<file path="src/rtl/feature_spi_tx.sv">
// feature_spi_tx: queues pooled CNN feature vectors in a small FIFO and
// streams each one out as a single SPI mode-0 frame, element 0 first, MSB first.
module feature_spi_tx #(
  parameter int NUM_CH     = 6,
  parameter int DATA_W     = 8,
  parameter int FIFO_DEPTH = 4,
  parameter int SCLK_DIV   = 2
) (
  input  logic                                i_clk,
  input  logic                                i_rst_n,
  input  logic                                i_feature_valid,
  input  logic signed [NUM_CH-1:0][DATA_W-1:0] i_features,
  output logic                                o_ready,
  output logic                                o_sclk,
  output logic                                o_cs_n,
  output logic                                o_mosi,
  output logic                                o_busy,
  output logic                                o_overflow
);

  localparam int FRAME_W = NUM_CH * DATA_W;
  localparam int PTR_W   = $clog2(FIFO_DEPTH);
  localparam int CNT_W   = PTR_W + 1;
  localparam int DIV_W   = (SCLK_DIV > 1) ? $clog2(SCLK_DIV) : 1;
  localparam int GAP_W   = $clog2(2 * SCLK_DIV);
  localparam int BIT_W   = $clog2(FRAME_W + 1);

  localparam logic [1:0] S_IDLE  = 2'd0;
  localparam logic [1:0] S_LOAD  = 2'd1;
  localparam logic [1:0] S_SHIFT = 2'd2;
  localparam logic [1:0] S_GAP   = 2'd3;

  logic [FRAME_W-1:0] push_word;
  logic [FRAME_W-1:0] fifo_mem [FIFO_DEPTH];
  logic [PTR_W-1:0]   wr_ptr;
  logic [PTR_W-1:0]   rd_ptr;
  logic [CNT_W-1:0]   count;
  logic               push;
  logic               pop;
  logic               fifo_empty;

  logic [1:0]         state;
  logic [FRAME_W-1:0] shreg;
  logic [DIV_W-1:0]   div_cnt;
  logic [BIT_W-1:0]   rise_cnt;
  logic [GAP_W-1:0]   gap_cnt;

  // Ready comes only from the registered count, so a same-cycle pop never
  // opens a slot for a push into a full FIFO.
  assign fifo_empty = (count == '0);
  assign o_ready    = (count != CNT_W'(FIFO_DEPTH));
  assign push       = i_feature_valid && o_ready;
  assign pop        = (state == S_LOAD);
  assign o_busy     = (state != S_IDLE) || !fifo_empty;

  // Flatten the vector so element 0 lands in the MSBs and goes out first.
  always_comb begin
    push_word = '0;
    for (int k = 0; k < NUM_CH; k++) begin
      push_word[FRAME_W-1-k*DATA_W -: DATA_W] = i_features[k];
    end
  end

  // FIFO storage; contents need no reset because the count gates every read.
  always_ff @(posedge i_clk) begin
    if (push) begin
      fifo_mem[wr_ptr] <= push_word;
    end
  end

  // FIFO pointers and occupancy; pointers wrap naturally at the power-of-two depth.
  always_ff @(posedge i_clk or negedge i_rst_n) begin
    if (!i_rst_n) begin
      wr_ptr <= '0;
      rd_ptr <= '0;
      count  <= '0;
    end else begin
      if (push) begin
        wr_ptr <= wr_ptr + PTR_W'(1);
      end
      if (pop) begin
        rd_ptr <= rd_ptr + PTR_W'(1);
      end
      case ({push, pop})
        2'b10:   count <= count + CNT_W'(1);
        2'b01:   count <= count - CNT_W'(1);
        default: count <= count;
      endcase
    end
  end

  // Sticky drop flag, cleared only by reset.
  always_ff @(posedge i_clk or negedge i_rst_n) begin
    if (!i_rst_n) begin
      o_overflow <= 1'b0;
    end else if (i_feature_valid && !o_ready) begin
      o_overflow <= 1'b1;
    end
  end

  // Frame sequencer; the GAP state runs one cycle short so that, together
  // with the LOAD cycle, chip select idles high for 2*SCLK_DIV cycles
  // between back-to-back frames.
  always_ff @(posedge i_clk or negedge i_rst_n) begin
    if (!i_rst_n) begin
      state    <= S_IDLE;
      shreg    <= '0;
      div_cnt  <= '0;
      rise_cnt <= '0;
      gap_cnt  <= '0;
      o_sclk   <= 1'b0;
      o_cs_n   <= 1'b1;
      o_mosi   <= 1'b0;
    end else begin
      case (state)
        S_IDLE: begin
          if (!fifo_empty) begin
            state <= S_LOAD;
          end
        end
        S_LOAD: begin
          shreg    <= fifo_mem[rd_ptr];
          o_mosi   <= fifo_mem[rd_ptr][FRAME_W-1];
          o_cs_n   <= 1'b0;
          o_sclk   <= 1'b0;
          div_cnt  <= '0;
          rise_cnt <= '0;
          state    <= S_SHIFT;
        end
        S_SHIFT: begin
          if (div_cnt == DIV_W'(SCLK_DIV - 1)) begin
            div_cnt <= '0;
            if (!o_sclk) begin
              o_sclk   <= 1'b1;
              rise_cnt <= rise_cnt + BIT_W'(1);
            end else begin
              o_sclk <= 1'b0;
              if (rise_cnt == BIT_W'(FRAME_W)) begin
                o_cs_n  <= 1'b1;
                o_mosi  <= 1'b0;
                gap_cnt <= '0;
                state   <= S_GAP;
              end else begin
                shreg  <= shreg << 1;
                o_mosi <= shreg[FRAME_W-2];
              end
            end
          end else begin
            div_cnt <= div_cnt + DIV_W'(1);
          end
        end
        S_GAP: begin
          if (gap_cnt == GAP_W'(2 * SCLK_DIV - 2)) begin
            state <= fifo_empty ? S_IDLE : S_LOAD;
          end else begin
            gap_cnt <= gap_cnt + GAP_W'(1);
          end
        end
        default: begin
          state <= S_IDLE;
        end
      endcase
    end
  end

endmodule

</file>
<file path="config.mk">
export PLATFORM = sky130hd
export DESIGN_NAME = feature_spi_tx
export DESIGN_NICKNAME = d
export VERILOG_FILES = /design/src/rtl/feature_spi_tx.sv
export SDC_FILE = /design/constraint.sdc
export NUM_CORES = 1
export LEC_CHECK = 0
export ABC_AREA = 1
export BUFFER_PORTS_ARGS = -buffer_cell sky130_fd_sc_hd__buf_2
export CORE_UTILIZATION = 30
export CTS_BUF_LIST = sky130_fd_sc_hd__clkbuf_8
export DETAILED_ROUTE_END_ITERATION = 6
export GPL_ROUTABILITY_DRIVEN = 0
export PLACE_DENSITY_LB_ADDON = 0.25
export SLEW_MARGIN = 10
export SYNTH_ARGS = -nofsm -noshare
export SYNTH_HDL_FRONTEND = slang
export SYNTH_SLANG_ARGS = --single-unit
</file>
<file path="constraint.sdc">
create_clock -name i_clk -period 3.8 [get_ports i_clk]
set_input_delay 0.76 -clock i_clk [delete_from_list [all_inputs] [get_ports i_clk]]
set_output_delay 0.76 -clock i_clk [all_outputs]
set_load 0.03 [all_outputs]
</file>
# Word level (Yosys, flattened, before mapping)
# Memories as Yosys holds them, arrays and structs flattened.
# Cells that the tools add are included.
[op_classes] add_sub_neg=7 n_eq_ne=16 mux=35 n_reduce_logical=18
[ops] cell="$mux W47" n=3
[ops] cell="$pmux W47 S2" n=1
[ops] cell="$mux W2" n=9
[ops] cell="$ne A2 B2 Y1 const B" n=8
[ops] cell="$mux W1" n=12
[ops] cell="$mux W6" n=2
[ops] cell="$pmux W6 S2" n=1
[ops] cell="$reduce_and A5 Y1" n=2
[ops] cell="$eq A2 B2 Y1 const B" n=4
[ops] cell="$pmux W1 S2" n=4
[ops] cell="$pmux W2 S4" n=1
[ops] cell="$reduce_and A4 Y1" n=2
[ops] cell="$reduce_bool A2 Y1" n=4
[ops] cell="$add A2 B1 Y2 const B" n=3
[ops] cell="$add A6 B1 Y6 const B" n=1
[ops] cell="$eq A6 B6 Y1 const B" n=1
[ops] cell="$pmux W3 S2" n=1
[ops] cell="$reduce_and A3 Y1" n=2
[ops] cell="$eq A2 B1 Y1 const B" n=2
[ops] cell="$pmux W2 S2" n=1
[ops] cell="$add A3 B1 Y3 const B" n=1
[ops] cell="$logic_not A3 Y1" n=1
[ops] cell="$ne A3 B3 Y1 const B" n=1
[ops] cell="$sub A3 B1 Y3 const B" n=1
[ops] cell="other kinds (6)" n=8
[word_totals] reg_bits=69 ramBits=192 inputBits=51 out_inout_bits=6 elab_cells=89 n_memories=1
[mem_list] memory="fifo_mem" words=4 width=48 read_ports=1 rd_ports_with_merged_regs=0 wr=1 line_no="34" rtl="logic [FRAME_W-1:0] fifo_mem [FIFO_DEPTH];"

# Depth between registers and ports, before layout
[depth] ltp_word=5 depth_mapped=11 depth_no_buf=11

# Worst setup path before layout
# OpenSTA, ideal clock, no wires.
[synth_path] kind="input port to flip-flop" startpoint="input port i_feature_valid" endpoint="memory fifo_mem[0][0] in the netlist's numbering (enable)" setup_time_ns=0.454 arrival_time_ns=2.969 required_ns=3.346 setup_slack_ns=0.377 path_stages=2 n_path_buf=0 cell_sequence="nand2_1 > nor2_1"
[synth_via] elab_chain_len=3
[synth_lines] item="from (decl)" line_no="11" rtl="input logic i_feature_valid,"
[synth_lines] item="$logic_and A1 B1 Y1" line_no="52" rtl="assign push = i_feature_valid && o_ready;"
[synth_lines] item="$mux W1" line_no="66" rtl="if (push) begin"
[synth_lines] item="$mux W1 (implied by the code)" line_no="67" rtl="fifo_mem[wr_ptr] <= push_word;"
[synth_lines] item="to (decl)" line_no="34"
# No other way between the ends.

# Worst setup path after layout
[layout_path] startpoint="register state[0]" endpoint="register shreg[41]"
[layout_via] elab_chain_len=3 word_cells_on_any_way=8 cone_classes="eq/ne: 5; mux: 1; reduce/logical: 2"
[layout_lines] item="from (decl)" line_no="42" rtl="logic [1:0] state;"
[layout_lines] item="from (signal assigned)" line_no="154" rtl="state <= fifo_empty ? S_IDLE : S_LOAD;"
[layout_lines] item="$eq A2 B2 Y1 / $eq A2 B1 Y1 (equally long branches)" line_no="115" rtl="case (state)"
[layout_lines] item="$ne A2 B2 Y1 (no source line) / $reduce_bool A2 Y1 (equally long branches)"
[layout_lines] item="$reduce_and A4 Y1 (no source line)"
[layout_lines] item="to (signal assigned)" line_no="122" rtl="shreg <= fifo_mem[rd_ptr];"
[layout_lines] item="to (signal assigned)" line_no="144" rtl="shreg <= shreg << 1;"
[layout_lines] item="to (decl)" line_no="43" rtl="logic [FRAME_W-1:0] shreg;"
# Several ways; a longest one is shown, not always the timed one.
# A chain may end at the register's enable or synchronous reset.

==> out/metrics.cfg <==
[worst_setup_path]
worstPathArrival_ns=3.06
critPathCaptureType=register
worstRegToRegCells=8
critical_path_class=register to register
startpoint_type=register
r2r_end=shreg[41]$_DFFE_PN0P_
cp.required_ns=4.28
r2r_setup_slack_ns=1.23
path_max_fanout=58
timing.rr.start=state[0]$_DFFE_PN0P_

[yosys]
synth_top_family_by_area=simple AND/OR/NAND/NOR gates
synth_cell_types=25
syn_nets=1096
synth_fa_ha_area_share_pct=1.68
synth_compound_area_share_pct=0.851
ys_warn_count=0
yosysSeqAreaShare_pct=68.8
synthXorXnorAreaFrac_pct=0.483
yosys.area_share.simple_pct=24.5
syn_avg_cell_area_um2=10.6
syn_inst=1031
netlist_area_um2=10900
synth_seq_cells=261
muxShareOfSynthArea_pct=0

[timing]
holdWs_ns=0.342
finalCriticalPeriod_ns=2.57
final-setup-viol-count=0
fin_skew_ns=0.0248
min_period_over_period_pct=67.8
clock.fmax_mhz=388
finalSetupTns_ns=0
slew_headroom_pct=37.8
rsz0062_at_grt=no
worstMarginPinSlew_ns=0.933
hold_violations=0
drv_slew=0

[clocking]
cts_hold_buf=0
path_clk_slew_ns=0.06
cts_tree=done
cts_sinks=261
clock_path_buffers=3
cts_root_buffer=clkbuf_8
h-tree-depth=2
cts_resized=0
clock_latency_ns=0.56
post-cts-setup-buffer-count=0
cts_buffers=46

[cells_and_area]
drive_above_1_share_pct=13.0
fin_cells=1597
area_growth_pct=15.2
final_util_pct=35.2
final_cell_area_um2=12500
nNetsFinal=1163

[global_route]
grt_pass1_vias=7162
antenna_found_initial=2
top_usage_layer=met2
use_met3_pct=3.20
grt_max_degree=70
track_usage_pct=14.0
use_met2_pct=22.4
grt_pass1_wl_um=39900
overflow=0
globalRouteMet1Util_pct=18.8

[run_status]
violations=DRC
status=finished, violations left

[power]
peakVddDrop_mv=0.279
p_leak_nw=5.26
powerDensity_nw_per_um2=539

[die]
dieArea_um2=37100
rows=69
die_w_um=192
design.core.area_um2=35700
die_h_um=192
start_util_pct=30.5
pin_count=57

[route]
firstDrtPassIters=6
final_antenna_net_count=0
route.detailed.drc=8
drtIter0Drc=359
via_per_inst=4.51
wl_per_cell_um=15.4
num_vias=7208
routed_wl_um=24600

[flow_run]
drv_cap=0

[placement]
portBuffers=56
placed_cell_area_um2=11700
dpl.hpwl_um=13200
dp.cells=1511

[hold_path]
hp-class=primary input to asynchronous set/reset pin

[Yosys cell counts (all sizes together)]
cell / number / area share (%)
nor2: 17 / 0.80
dfrtp: 68 / 16
ha: 13 / 1.5
o21ai: 10 / 0.46
a31o: 1 / 0.080
buf: 32 / 1.7
fa: 1 / 0.18
xor2: 5 / 0.40
dfstp: 1 / 0.24
nand4: 6 / 0.34
nand2: 460 / 16
xnor2: 1 / 0.080
clkbuf: 19 / 0.66
inv: 37 / 1.3
a21oi: 6 / 0.31
nand3: 162 / 7.4
edfxtp: 192 / 53
[where the power goes]
group          switching, mW  internal [mW]  total [mW]
Sequential            0.0920           3.55        3.64
Combinational          0.489          0.158       0.647
Clock                   1.15           1.33        2.47
[flip-flops by register name, indices dropped and copies added, names as in the netlist, 2 cells and up]
register and flops:
state 2, fifo_mem 192, gap_cnt 2, count 3, rd_ptr 2, rise_cnt 6
shreg 47, wr_ptr 2
[per-layer routing]
layer / wire length (µm) / part of all wire (%)
met4: 496 / 2.0
met2: 11300 / 46
met5: 13 / 0.053
met3: 1120 / 4.5
met1: 11700 / 48
[cell families after synthesis]
family                   Yosys count
AND/OR/NAND/NOR                  645
flip-flops                       261
buffers and inverters             88
AO/OA/AOI/OAI                     17
adder cells (fa/ha/maj)           14
XOR/XNOR                           6
[metrics by stage]
stage	setup slack (ns)	power, mW
2_1_floorplan	0.377	4.07
3_3_place_gp	1.26	4.36
3_5_place_dp	1.18	4.38
4_1_cts	1.19	6.89
5_1_grt	0.981	7.10
6_report	1.23	6.76
[worst max-delay path: stages (launching register included)]
cell and delay, ns:
dfrtp_1 0.43, inv_1 0.15, ha_2 0.20, buf_4 0.51, nand4_1 0.23, nand3_2 0.38, buf_4 0.41, nand2_1 0.09
nand2_1 0.08
[placed cells by master, fill, tap and decap left out, types with 2 or more instances in the layout]
cell      synthesis  layout
a21oi_1           5       5
edfxtp_1        192     192
buf_2            13      55
ha_1             13      12
o21ai_0          10      10
nor2_1           15      11
dfrtp_2           0       2
xor2_1            5       5
buf_12            0       2
buf_4             6      13
inv_2             3       3
clkinv_2          0       5
nor2_4            1       5
clkinv_1          0       8
nand2_1         459     459
nand4_1           6       6
clkbuf_8          0      52
inv_1            34      51
dfrtp_1          68      66
nand3_1         162     161
[worst max-delay path by stage]
stage                               from                         to  slack, ns  depth (start not counted)
floorplan                i_feature_valid   fifo_mem[0][0]$_DFFE_PP_       0.38                          2
detailed placement  state[0]$_DFFE_PN0P_      shreg[29]$_DFFE_PN0P_       1.18                          8
finish              state[0]$_DFFE_PN0P_      shreg[41]$_DFFE_PN0P_       1.23                          8
CTS                 state[0]$_DFFE_PN0P_      shreg[38]$_DFFE_PN0P_       1.19                          8
global route        state[0]$_DFFE_PN0P_      shreg[44]$_DFFE_PN0P_       0.98                          8
global placement         i_feature_valid  fifo_mem[1][13]$_DFFE_PP_       1.26                          4
[cell type report]
cell class | instances | area (µm²)
fill | 3573 | 23100
sequential | 261 | 7500
multi-input combinational | 682 | 3030
clock buffer | 52 | 716
tap | 461 | 577
timing repair buffer | 70 | 413
clock inverter | 33 | 169
inverter | 37 | 139
antenna | 1 | 2.50
Power figures use the tool's default switching activity.
